[src/rtl/dcatch_pkg.sv]
// Shared definitions for the data-RAM load/store sequencer.
//   - DCatchDepth : default byte-address width
//   - F3_*        : RV32 load/store size/sign codes
//   - state_e     : sequencer FSM states
//   - size_mask() : byte-lane footprint of an access before offset shift
//   - funct3_legal(): legality of a funct3 code for a load or a store
package dcatch_pkg;

    localparam int DCatchDepth = 12;

    // Load codes
    localparam logic [2:0] F3_LB  = 3'b000;
    localparam logic [2:0] F3_LH  = 3'b001;
    localparam logic [2:0] F3_LW  = 3'b010;
    localparam logic [2:0] F3_LBU = 3'b100;
    localparam logic [2:0] F3_LHU = 3'b101;
    // Store codes
    localparam logic [2:0] F3_SB  = 3'b000;
    localparam logic [2:0] F3_SH  = 3'b001;
    localparam logic [2:0] F3_SW  = 3'b010;

    typedef enum logic [2:0] {
        ST_IDLE    = 3'd0,
        ST_ISSUE0  = 3'd1,
        ST_ISSUE1  = 3'd2,
        ST_CAPTURE = 3'd3,
        ST_RESP    = 3'd4
    } state_e;

    // Low two bits of funct3 encode the size for both loads and stores.
    function automatic logic [3:0] size_mask(input logic [2:0] funct3);
        logic [3:0] mask;
        case (funct3[1:0])
            2'b00:   mask = 4'b0001;
            2'b01:   mask = 4'b0011;
            default: mask = 4'b1111;
        endcase
        return mask;
    endfunction

    function automatic logic funct3_legal(input logic we, input logic [2:0] funct3);
        logic ok;
        if (we) begin
            ok = (funct3 == F3_SB) || (funct3 == F3_SH) || (funct3 == F3_SW);
        end else begin
            ok = (funct3 == F3_LB) || (funct3 == F3_LH) || (funct3 == F3_LW) ||
                 (funct3 == F3_LBU) || (funct3 == F3_LHU);
        end
        return ok;
    endfunction

endpackage

[src/rtl/dcatch_align.sv]
// Combinational lane alignment for the data-RAM sequencer.
//   funct3_i  : size/sign code of the access
//   off_i     : byte offset within the word (addr[1:0])
//   wdata_i   : right-justified store data
//   buf_i     : 64-bit assembled read buffer (phase 0 in [31:0], phase 1 in [63:32])
//   mask7_o   : byte-lane footprint across two consecutive words
//   wdata64_o : store data shifted onto its lanes across two words
//   rdata_o   : load result extracted from buf_i and sign/zero extended
module dcatch_align
    import dcatch_pkg::*;
(
    input  logic [2:0]  funct3_i,
    input  logic [1:0]  off_i,
    input  logic [31:0] wdata_i,
    input  logic [63:0] buf_i,
    output logic [6:0]  mask7_o,
    output logic [63:0] wdata64_o,
    output logic [31:0] rdata_o
);

    logic [4:0]  byte_shift;
    logic [31:0] x;

    always_comb begin
        byte_shift = {off_i, 3'b000};
        mask7_o    = {3'b000, size_mask(funct3_i)} << off_i;
        wdata64_o  = {32'b0, wdata_i} << byte_shift;
        // Bytes of interest start at the offset; the upper word of buf only
        // contributes when the access straddled a word boundary.
        x          = 32'(buf_i >> byte_shift);
        case (funct3_i)
            F3_LB:   rdata_o = {{24{x[7]}}, x[7:0]};
            F3_LBU:  rdata_o = {24'b0, x[7:0]};
            F3_LH:   rdata_o = {{16{x[15]}}, x[15:0]};
            F3_LHU:  rdata_o = {16'b0, x[15:0]};
            F3_LW:   rdata_o = x;
            default: rdata_o = '0;
        endcase
    end

endmodule

[src/rtl/dcatch_ctrl.sv]
// Load/store sequencer between the memory stage and a four-lane byte RAM.
// Accepts one byte-addressed request at a time, splits word-crossing
// accesses into two RAM cycles, and returns extended load data on a
// valid/ready response channel.
//   clk, rst_n                : clock, asynchronous active-low reset
//   req_valid/req_ready       : request handshake (ready only when idle)
//   req_we/funct3/addr/wdata  : request fields
//   resp_valid/resp_ready     : response handshake
//   resp_rdata/resp_err       : load result (0 for stores/errors), illegal funct3
//   ram_addr/wren/wrdata/rden : RAM port, driven from the current state
//   ram_rddata                : RAM read data, one cycle after ram_rden
module dcatch_ctrl
    import dcatch_pkg::*;
#(
    parameter int ADDR_W    = DCatchDepth,
    parameter int RAM_DEPTH = ADDR_W - 2
) (
    input  logic                 clk,
    input  logic                 rst_n,
    input  logic                 req_valid,
    output logic                 req_ready,
    input  logic                 req_we,
    input  logic [2:0]           req_funct3,
    input  logic [ADDR_W-1:0]    req_addr,
    input  logic [31:0]          req_wdata,
    output logic                 resp_valid,
    input  logic                 resp_ready,
    output logic [31:0]          resp_rdata,
    output logic                 resp_err,
    output logic [RAM_DEPTH-1:0] ram_addr,
    output logic [3:0]           ram_wren,
    output logic [31:0]          ram_wrdata,
    output logic [3:0]           ram_rden,
    input  logic [31:0]          ram_rddata
);

    state_e              state_q, state_d;
    logic                we_q, we_d;
    logic [2:0]          funct3_q, funct3_d;
    logic [ADDR_W-1:0]   addr_q, addr_d;
    logic [31:0]         wdata_q, wdata_d;
    logic [63:0]         buf_q, buf_d;
    logic [31:0]         rdata_q, rdata_d;
    logic                err_q, err_d;

    logic [6:0]          mask7;
    logic [63:0]         wdata64;
    logic [31:0]         ext_rdata;
    logic [RAM_DEPTH-1:0] word;
    logic                split;
    logic [3:0]          lanes;

    assign word  = addr_q[ADDR_W-1:2];
    assign split = |mask7[6:4];

    // The extractor sees the buffer as it will be after this cycle's
    // capture, so the final result can be registered on the way into RESP.
    dcatch_align u_align (
        .funct3_i  (funct3_q),
        .off_i     (addr_q[1:0]),
        .wdata_i   (wdata_q),
        .buf_i     (buf_d),
        .mask7_o   (mask7),
        .wdata64_o (wdata64),
        .rdata_o   (ext_rdata)
    );

    // Read-buffer capture, kept apart from the FSM block so the extractor
    // output never feeds back into the process that produces its input.
    always_comb begin
        buf_d = buf_q;
        case (state_q)
            ST_IDLE: begin
                if (req_valid) buf_d = '0;
            end
            ST_ISSUE1: begin
                if (!we_q) buf_d[31:0] = ram_rddata;
            end
            ST_CAPTURE: begin
                if (split) buf_d[63:32] = ram_rddata;
                else       buf_d[31:0]  = ram_rddata;
            end
            default: ;
        endcase
    end

    // NOTE: every output of a combinational block is given a default before
    // the case statement; a path that skips an assignment would infer a latch.
    always_comb begin
        state_d    = state_q;
        we_d       = we_q;
        funct3_d   = funct3_q;
        addr_d     = addr_q;
        wdata_d    = wdata_q;
        rdata_d    = rdata_q;
        err_d      = err_q;
        req_ready  = 1'b0;
        resp_valid = 1'b0;
        ram_addr   = '0;
        ram_wren   = '0;
        ram_rden   = '0;
        ram_wrdata = '0;
        lanes      = '0;

        case (state_q)
            ST_IDLE: begin
                req_ready = 1'b1;
                if (req_valid) begin
                    we_d     = req_we;
                    funct3_d = req_funct3;
                    addr_d   = req_addr;
                    wdata_d  = req_wdata;
                    rdata_d  = '0;
                    err_d    = !funct3_legal(req_we, req_funct3);
                    // Illegal requests skip the RAM entirely.
                    state_d  = err_d ? ST_RESP : ST_ISSUE0;
                end
            end
            ST_ISSUE0: begin
                lanes      = mask7[3:0];
                ram_addr   = word;
                ram_wrdata = wdata64[31:0];
                if (we_q) ram_wren = lanes;
                else      ram_rden = lanes;
                if (split)     state_d = ST_ISSUE1;
                else if (we_q) state_d = ST_RESP;
                else           state_d = ST_CAPTURE;
            end
            ST_ISSUE1: begin
                lanes      = {1'b0, mask7[6:4]};
                // Wraps past the top of the RAM back to word 0.
                ram_addr   = word + RAM_DEPTH'(1);
                ram_wrdata = wdata64[63:32];
                if (we_q) ram_wren = lanes;
                else      ram_rden = lanes;
                state_d = we_q ? ST_RESP : ST_CAPTURE;
            end
            ST_CAPTURE: begin
                rdata_d = ext_rdata;
                state_d = ST_RESP;
            end
            ST_RESP: begin
                resp_valid = 1'b1;
                if (resp_ready) state_d = ST_IDLE;
            end
            default: state_d = ST_IDLE;
        endcase
    end

    // NOTE: sequential state uses non-blocking assignments so every register
    // samples the pre-edge values regardless of statement order.
    always_ff @(posedge clk or negedge rst_n) begin
        if (!rst_n) begin
            state_q  <= ST_IDLE;
            we_q     <= 1'b0;
            funct3_q <= '0;
            addr_q   <= '0;
            wdata_q  <= '0;
            buf_q    <= '0;
            rdata_q  <= '0;
            err_q    <= 1'b0;
        end else begin
            state_q  <= state_d;
            we_q     <= we_d;
            funct3_q <= funct3_d;
            addr_q   <= addr_d;
            wdata_q  <= wdata_d;
            buf_q    <= buf_d;
            rdata_q  <= rdata_d;
            err_q    <= err_d;
        end
    end

    assign resp_rdata = rdata_q;
    assign resp_err   = err_q;

endmodule

[config.mk]
export PLATFORM = sky130hd
export DESIGN_NAME = dcatch_ctrl
export DESIGN_NICKNAME = d
export VERILOG_FILES = /design/src/rtl/dcatch_pkg.sv /design/src/rtl/dcatch_align.sv /design/src/rtl/dcatch_ctrl.sv
export SDC_FILE = /design/constraint.sdc
export NUM_CORES = 1
export LEC_CHECK = 0
export ABC_AREA = 1
export BUFFER_PORTS_ARGS = -buffer_cell sky130_fd_sc_hd__buf_4
export CAP_MARGIN = 20
export CORE_MARGIN = 3
export CORE_UTILIZATION = 25
export DETAILED_ROUTE_END_ITERATION = 16
export MAX_ROUTING_LAYER = met4
export SYNTH_ARGS = -nofsm -noshare
export SYNTH_HDL_FRONTEND = slang
export SYNTH_SLANG_ARGS = --single-unit
[constraint.sdc]
create_clock -name clk -period 3.6 [get_ports clk]
set_input_delay 0 -clock clk [delete_from_list [all_inputs] [get_ports clk]]
set_output_delay 0 -clock clk [all_outputs]
set_load 0.005 [all_outputs]
==> results of run 1 <==
-- worst paths after layout --
kind	from	cells after the start	end	slack (ps)
setup / recovery	state_q[2]$_DFFE_PN0P_	11	resp_rdata[4]$_DFFE_PN0P_	820
hold / removal	ram_rddata[0]	3	buf_q[32]$_DFF_PN0_	10
setup reg to reg	state_q[2]$_DFFE_PN0P_	11	resp_rdata[4]$_DFFE_PN0P_	820
hold reg to reg	buf_q[55]$_DFF_PN0_	2	buf_q[55]$_DFF_PN0_	470
max in group asynchronous	rst_n	3	resp_rdata[1]$_DFFE_PN0P_	2520
min in group asynchronous	rst_n	2	resp_rdata[23]$_DFFE_PN0P_	230
-- power by group --
part	switching (mW)	leakage [nW]	internal [mW]	total (mW)
Sequential	0.353	1.86	2.07	2.42
Clock	0.751	0.299	1.17	1.92
Combinational	2.86	3.65	1.37	4.23
-- synthesized netlist by cell type (all sizes together) --
cell type | n | area [sq um]
a31oi | 1 | 6.26
nand2 | 465 | 1800
a221oi | 1 | 8.76
buf | 35 | 235
a22oi | 4 | 43.8
o2111ai | 3 | 26.3
inv | 114 | 430
a21oi | 34 | 170
a22o | 1 | 8.76
clkinv | 5 | 23.8
nor3 | 8 | 40.0
dfrtp | 140 | 3500
ha | 1 | 12.5
o211ai | 25 | 203
clkbuf | 30 | 113
o21ai | 140 | 734
and3 | 1 | 6.26
nand3 | 106 | 566
nand4 | 10 | 62.6
o32ai | 3 | 26.3
o22ai | 10 | 62.6
nor2 | 56 | 225
-- routing by layer --
metal | global-route usage | vias to the layer above | wire (um)
li1 | - | 4293 | -
met3 | 0.0352 | 44 | 2260
met4 | 0.0464 | 0 | 747
met5 | - | - | 0
met2 | 0.291 | 410 | 14700
met1 | 0.227 | 4120 | 13200
-- cells in the final DEF (no fill, tap or decap), types with 4 or more instances in the layout --
cell type	instances
nor2_1	54
nand3_1	99
nor3_1	8
dlygate4sd3_1	79
bufinv_16	4
nand2_1	451
inv_2	5
o22ai_1	10
clkbuf_16	17
nand4_1	10
nand2_2	10
nand3_2	7
o211ai_1	22
inv_1	109
nand2_4	4
a21oi_1	34
buf_4	181
o21ai_0	120
o21ai_1	11
o21ai_2	9
dfrtp_1	138
-- flip-flops by register name (all words and copies together), names as in the netlist --
register / count
addr_q: 12
state_q: 3
funct3_q: 3
wdata_q: 32
we_q: 1
resp_rdata: 32
buf_q: 56
resp_err: 1
-- per-stage QoR --
stage | cells | util
3_3_place_gp | 1753 | 0.304
3_5_place_dp | 1753 | 0.304
6_report | 1864 | 0.347
2_1_floorplan | 1193 | -
4_1_cts | 1863 | 0.347
5_1_grt | 1864 | 0.347
-- worst max-delay path: cells and delay by family (launching register included) --
kind,cells,cell delay [ps]
compound gates,2,310
buf+inv,3,800
flops,1,410
simple gates,6,1170
-- cell type report --
class | instances | area [sq um] | share of cell area
timing repair buffer | 262 | 2180 | 0.193
multi-input combinational | 869 | 4000 | 0.354
inverter | 119 | 454 | 0.0401
antenna | 1 | 2.50 | 0.000221
sequential | 140 | 3510 | 0.310
tap | 442 | 553 | 0.0489
clock inverter | 13 | 191 | 0.0169
clock buffer | 18 | 429 | 0.0379
-- kinds of logic (layout without fill, tap and decap cells) --
family,Yosys count,count (layout),synth area share
buffers and inverters,184,412,0.0965
and+or+nand+nor,646,646,0.325
DFF,140,140,0.422
other,0,1,0
AOI/OAI and AO/OA,222,222,0.155
adders and majority gates,1,1,0.00151
==> metrics.csv, run 1 <==
metric,value,unit
"flops & latches, synth",140,
TritonRoute pass-1 iters,5,
max cap viols,0,
wire length per cell,16.6,um
clk slew on worst S/H paths,70,ps
CTS Buf Count,17,
clk_lat worst skew,430,ps
GRT Util Overall,0.178,
# resized after CTS,0,
Post-CTS Setup Bufs,0,
CTS Root Cell,clkbuf_16,
P per Cell Area,757,mW/mm^2
synth unique cells,36,
max_slew headroom,0.345,
setup TNS,0,ps
number of antenna violations at the first check in global routing,1,
via count,8867,
worst ir drop on vdd,0.383,mV
Pleak,5.81,nW
endpoints failing setup,0,
Via density,4.76,
Hold Path Class,input pin to register,
drt total wl,30900,um
global-route wire length before repair,48300,um
share of layout cells above drive strength 1,0.182,
WHS,14.8,ps
Initial Utilization,0.255,
Max stage delay on crit path,450,ps
Worst Clk Skew,12.9,ps
Final WS setup,819,ps
drt initial violations,848,
design area,0.0113,sq mm
RSZ-0062 raised after global routing,false,
Hold Buf Count CTS,79,
syn_nets,1278,
status,completed,
largest net degree at the start of global routing,89,
f_max,360,MHz
Boundary Pins,169,
Slew @ Worst Pin,981,ps
crit share post-route,0.772,
CP max-delay cell,inv_4,
mapped cell area,0.00831,sq mm
Max H-tree Level,4,
Critical Path AT,3140,ps
filler instances,3455,
hpwl dp,21900,um
Placement Rows,66,
Antenna Nets Post-Route,0,
area grow syn2layout,36.2,%
die height,188,um
Die W,188,um
"Seq/Total Area, Yosys",0.422,
Crit. End Element,register,
synthesis warning total,0,
post-synthesis cell count,1193,
pre-CTS WS,883,ps
DRC,0,
dpl cell area,0.00991,sq mm
CP most frequent cell,nand2_1,
Final Hold Vio Count,0,
gr ovfl total,0,
worst-path cell chain,inv_2 -> nand3_2 -> inv_4 -> nand2_2 -> nand2_2 -> inv_1 -> o21ai_1 -> nand2_1 -> o211ai_1 -> nand2_1 -> nand2_1,
Final min period,2780,ps
syn avg cell area,6.96,sq um
worst path required time,3960,ps
I/O Buffers,168,
Crit Path Class,register to register,
Sink Count,140,
Max Root-Sink Buffers,2,
Nets,1494,
vias in the first global route,8702,
crit path launch type,register,
CP max FO,27,
Total Power,8.57,mW
Core Box Area,0.0326,sq mm
fin. max-slew vios,0,
GPL Wtd Cong,0.897,
die footprint,0.0355,sq mm
CTS tree,yes,
(Power assumes the default switching activity.)
==> inputs of run 2 (changes only) <==
==> constraint.sdc (replaced) <==
create_clock -name clk -period 2.4 [get_ports clk]
set_input_delay 0 -clock clk [delete_from_list [all_inputs] [get_ports clk]]
set_output_delay 0 -clock clk [all_outputs]
set_load 0.005 [all_outputs]
==> metrics.csv, run 2 (same netlist as run 1, synthesis figures left out) <==
metric,value,unit
Slew @ Worst Pin,787,ps
GPL Wtd Cong,0.905,
Largest register FFs,56,
wire length per cell,16.6,um
GRT Util Overall,0.181,
dpl cell area,0.0100,sq mm
Boundary Pins,169,
f_max,430,MHz
Nets,1512,
fin. max-slew vios,0,
CP max-delay cell,dfrtp_1,
max_slew headroom,0.475,
Sink Count,140,
Die W,188,um
Core Box Area,0.0326,sq mm
Setup crit start,state_q[1]$_DFFE_PN0P_,
final std cells w/o fill,1881,
Antenna Nets Post-Route,0,
worst path required time,2400,ps
TritonRoute pass-1 iters,7,
clk slew on worst S/H paths,70,ps
hpwl dp,22300,um
Crit Path Class,register to output port,
Largest Register,buf_q,
gr ovfl total,0,
crit share post-route,0.969,
violated checks,hold timing,
Placement Rows,66,
"Largest delay share family, worst path",buffers and inverters,
CTS tree,yes,
crit path launch type,register,
vias in the first global route,8851,
P per Cell Area,1140,mW/mm^2
Final Hold Vio Count,1,
WHS,-3.83,ps
pre-CTS WS,85.8,ps
endpoints failing setup,0,
Hold Path Class,input pin to register,
CP most frequent cell,inv_1,
Final WS setup,74.5,ps
"commonest non-fill, non-tap cell in the layout",nand2_1,
max cap viols,0,
design area,0.0115,sq mm
Max stage delay on crit path,450,ps
CTS Root Cell,clkbuf_16,
area grow syn2layout,38.5,%
WP buf/inv,3,
drt total wl,31200,um
Total Power,13.1,mW
DRC,0,
worst ir drop on vdd,0.630,mV
share of layout cells above drive strength 1,0.196,
via count,8920,
hold path start,ram_rddata[0],
I/O Buffers,168,
die height,188,um
RSZ-0062 raised after global routing,true,
worst-path cell chain,nor3_1 -> inv_1 -> nor2_1 -> inv_1 -> o22ai_1 -> buf_4,
CTS Buf Count,17,
Worst Clk Skew,13.3,ps
status,finished with violations,
CP max FO,20,
Crit. End Element,output port,
Max Root-Sink Buffers,2,
Via density,4.74,
Critical Path AT,2330,ps
drt initial violations,793,
Initial Utilization,0.255,
placed insts,1768,
die footprint,0.0355,sq mm
clk_lat worst skew,440,ps
reg2reg start,state_q[1]$_DFFE_PN0P_,
setup TNS,0,ps
number of antenna violations at the first check in global routing,0,
global-route wire length before repair,49500,um
Pleak,5.91,nW
Max H-tree Level,4,
largest net degree at the start of global routing,77,
final core occ,0.353,
most frequent cells in the layout,"nand2_1 (449), buf_4 (195), dfrtp_1 (137), o21ai_0 (116), inv_1 (109)",
Final min period,2330,ps
Diodes inserted,0,
run 2: worst paths after layout:
path                       cells after the start                          to  slack [ps]
max in group asynchronous                      3         buf_q[49]$_DFF_PN0_        1410
max reg2reg                                   13  resp_rdata[21]$_DFFE_PN0P_         190
min reg2reg                                    2         buf_q[51]$_DFF_PN0_         480
min in group asynchronous                      2         buf_q[27]$_DFF_PN0_         120
min                                            3          buf_q[0]$_DFF_PN0_          -4
max                                            6                 ram_wren[0]          70
run 2: routing by layer:
metal | wire length, um | vias to the layer above | global-route usage
li1 | - | 4321 | -
met1 | 13800 | 4216 | 0.232
met2 | 14700 | 337 | 0.292
met3 | 1920 | 46 | 0.0346
met4 | 787 | 0 | 0.0510
met5 | 0 | - | -
run 2: power by group:
part	switching [mW]	internal (mW)
clock	1.18	1.66
combinational	4.47	2.21
sequential	0.467	3.10
total	6.12	6.98
run 2: repair_timing:
item                                   CTS  global route
endpoints found under the hold margin  154             1
setup endpoints to repair                7            42
gates cloned                             0             0
hold buffers                            79             1
gates resized for setup                  5            12
setup buffers                            0             2
run 2: layout make-up:
cell class | instances | area [sq um]
tap | 442 | 553
inverter | 119 | 458
sequential | 140 | 3510
clock buffer | 18 | 429
clock inverter | 13 | 181
multi-input combinational | 869 | 4040
fill | 3468 | 21100
timing repair buffer | 280 | 2340
run 2: worst reg2reg max path: stages, from the launching register on:
cell	delay (ps)
dfrtp_1	450
inv_1	70
a21oi_1	170
nand2_2	270
nor2_4	230
nand2_4	190
nand2_1	140
nand2_1	70
nand2_1	80
nand3_1	120
nand2_1	120
nand3_1	80
nand2_1	80
nand2_1	40
==> inputs of run 3 (changes only) <==
--- a/config.mk
+++ b/config.mk
@@ -12,6 +12,7 @@
 export CORE_UTILIZATION = 25
 export DETAILED_ROUTE_END_ITERATION = 16
 export MAX_ROUTING_LAYER = met4
+export SLEW_MARGIN = 30
 export SYNTH_ARGS = -nofsm -noshare
 export SYNTH_HDL_FRONTEND = slang
 export SYNTH_SLANG_ARGS = --single-unit
==> constraint.sdc (replaced) <==
create_clock -name clk -period 2.7 [get_ports clk]
set_input_delay 0 -clock clk [delete_from_list [all_inputs] [get_ports clk]]
set_output_delay 0 -clock clk [all_outputs]
set_load 0.005 [all_outputs]
==> metrics.csv, run 3 (same netlist as run 1, synthesis figures left out) <==
metric,value,unit
global-route wire length before repair,49000,um
CP max FO,34,
Max Root-Sink Buffers,2,
Antenna Nets Post-Route,0,
Slew @ Worst Pin,890,ps
wire length per cell,16.6,um
I/O Buffers,168,
Multi-input gate area,0.00400,sq mm
routed wl met2,15000,um
largest net degree at the start of global routing,73,
Final min period,2490,ps
DR WL met3,2230,um
Max H-tree Level,4,
Nets,1507,
Die W,188,um
f_max,402,MHz
GPL Wtd Cong,0.934,
clk slew on worst S/H paths,70,ps
final core occ,0.349,
Pleak,5.87,nW
CP max-delay cell,nand2_1,
most frequent cells in the layout,"nand2_1 (451), buf_4 (194), dfrtp_1 (138), o21ai_0 (120), inv_1 (109)",
crit share post-route,0.921,
DRC,0,
WP buf/inv,3,
RSZ-0062 raised after global routing,false,
Hold Path Class,input pin to register,
area grow syn2layout,37.2,%
via count,8968,
TritonRoute pass-1 iters,5,
share of layout cells above drive strength 1,0.190,
Crit Path Class,register to output port,
endpoints failing setup,0,
P per Cell Area,1010,mW/mm^2
hpwl dp,22000,um
max_slew headroom,0.404,
"Largest delay share family, worst path",buffers and inverters,
Crit. End Element,output port,
"commonest non-fill, non-tap cell in the layout",nand2_1,
worst ir drop on vdd,0.445,mV
Worst Clk Skew,10.5,ps
worst path required time,2700,ps
worst-path cell chain,inv_2 -> buf_4 -> nand2_1 -> o21ai_0 -> buf_4,
Diodes inserted,0,
Boundary Pins,169,
fin. max-slew vios,0,
# resized after CTS,0,
status,finished with violations,
CTS Buf Count,17,
setup TNS,0,ps
Largest Register,buf_q,
Final Hold Vio Count,1,
Highest Signal Layer,met4,
Placement Rows,66,
GRT Util Overall,0.180,
CTS Root Cell,clkbuf_16,
gr ovfl total,0,
die height,188,um
Critical Path AT,2490,ps
die footprint,0.0355,sq mm
Core Box Area,0.0326,sq mm
CP most frequent cell,buf_4,
Sink Count,140,
max cap viols,0,
Max stage delay on crit path,480,ps
violated checks,hold timing,
Initial Utilization,0.255,
M1 wire length,13300,um
drt total wl,31200,um
drt initial violations,786,
clk_lat worst skew,430,ps
Seq. cell area,0.00351,sq mm
filler instances,3485,
Via density,4.78,
vias in the first global route,8819,
crit path launch type,register,
number of antenna violations at the first check in global routing,0,
Largest register FFs,56,
CTS tree,yes,
WHS,-8.11,ps
-- run 3: cell type report --
type	instances	area share
tap	442	0.0485
clock inverter	15	0.0158
inverter	119	0.0398
clock buffer	17	0.0373
multi-input combinational	869	0.351
sequential	140	0.308
timing repair buffer	275	0.200
-- run 3: per-stage QoR --
step	area (sq um)	total power [mW]	setup WS [ps]	cells
after detailed placement	10000	8.88	373	1766
after CTS	11400	11.5	198	1877
after global placement	10000	8.80	402	1766
after floorplan	8310	6.88	981	1193
final	11400	11.5	214	1877
after global routing	11400	12.4	40.1	1877
-- run 3: what timing repair did --
item / CTS / global route
hold buffers: 79 / 0
hold endpoints to repair: 172 / 0
buffers inserted: 0 / 0
-- run 3: worst reg2reg max path, cell delays in order, from the launching register on --
cell     delay [ps]
dfrtp_1         400
inv_2           120
nand3_2         140
inv_4           200
nand2_2         160
nand2_2         330
inv_1           270
o21ai_2         220
nor2_1           60
nor2_1          120
nand2_1          90
nand2_1          80
nand2_1          60
nand2_1          70
-- run 3: where the power goes --
part | internal (mW) | switching [mW]
sequential | 2.76 | 0.463
clock | 1.40 | 1.08
combinational | 1.90 | 3.88
total | 6.06 | 5.42
-- run 3: per-layer routing --
layer | track usage | up-vias
li1 | - | 4326
met1 | 0.227 | 4219
met2 | 0.297 | 378
met3 | 0.0352 | 45
met4 | 0.0444 | 0
met5 | - | -
-- run 3: final timing paths --
kind / endpoint / slack [ps] / cells past startpoint / startpoint
worst max register to register: resp_rdata[8]$_DFFE_PN0P_ / 320 / 13 / state_q[2]$_DFFE_PN0P_
worst min register to register: buf_q[3]$_DFF_PN0_ / 480 / 2 / buf_q[3]$_DFF_PN0_
worst max-delay path: ram_wrdata[4] / 210 / 5 / addr_q[1]$_DFFE_PN0P_
min in group asynchronous: resp_rdata[23]$_DFFE_PN0P_ / 160 / 2 / rst_n
worst min-delay path: buf_q[29]$_DFF_PN0_ / -8 / 3 / ram_rddata[29]
max in group asynchronous: resp_rdata[0]$_DFFE_PN0P_ / 1740 / 3 / rst_n
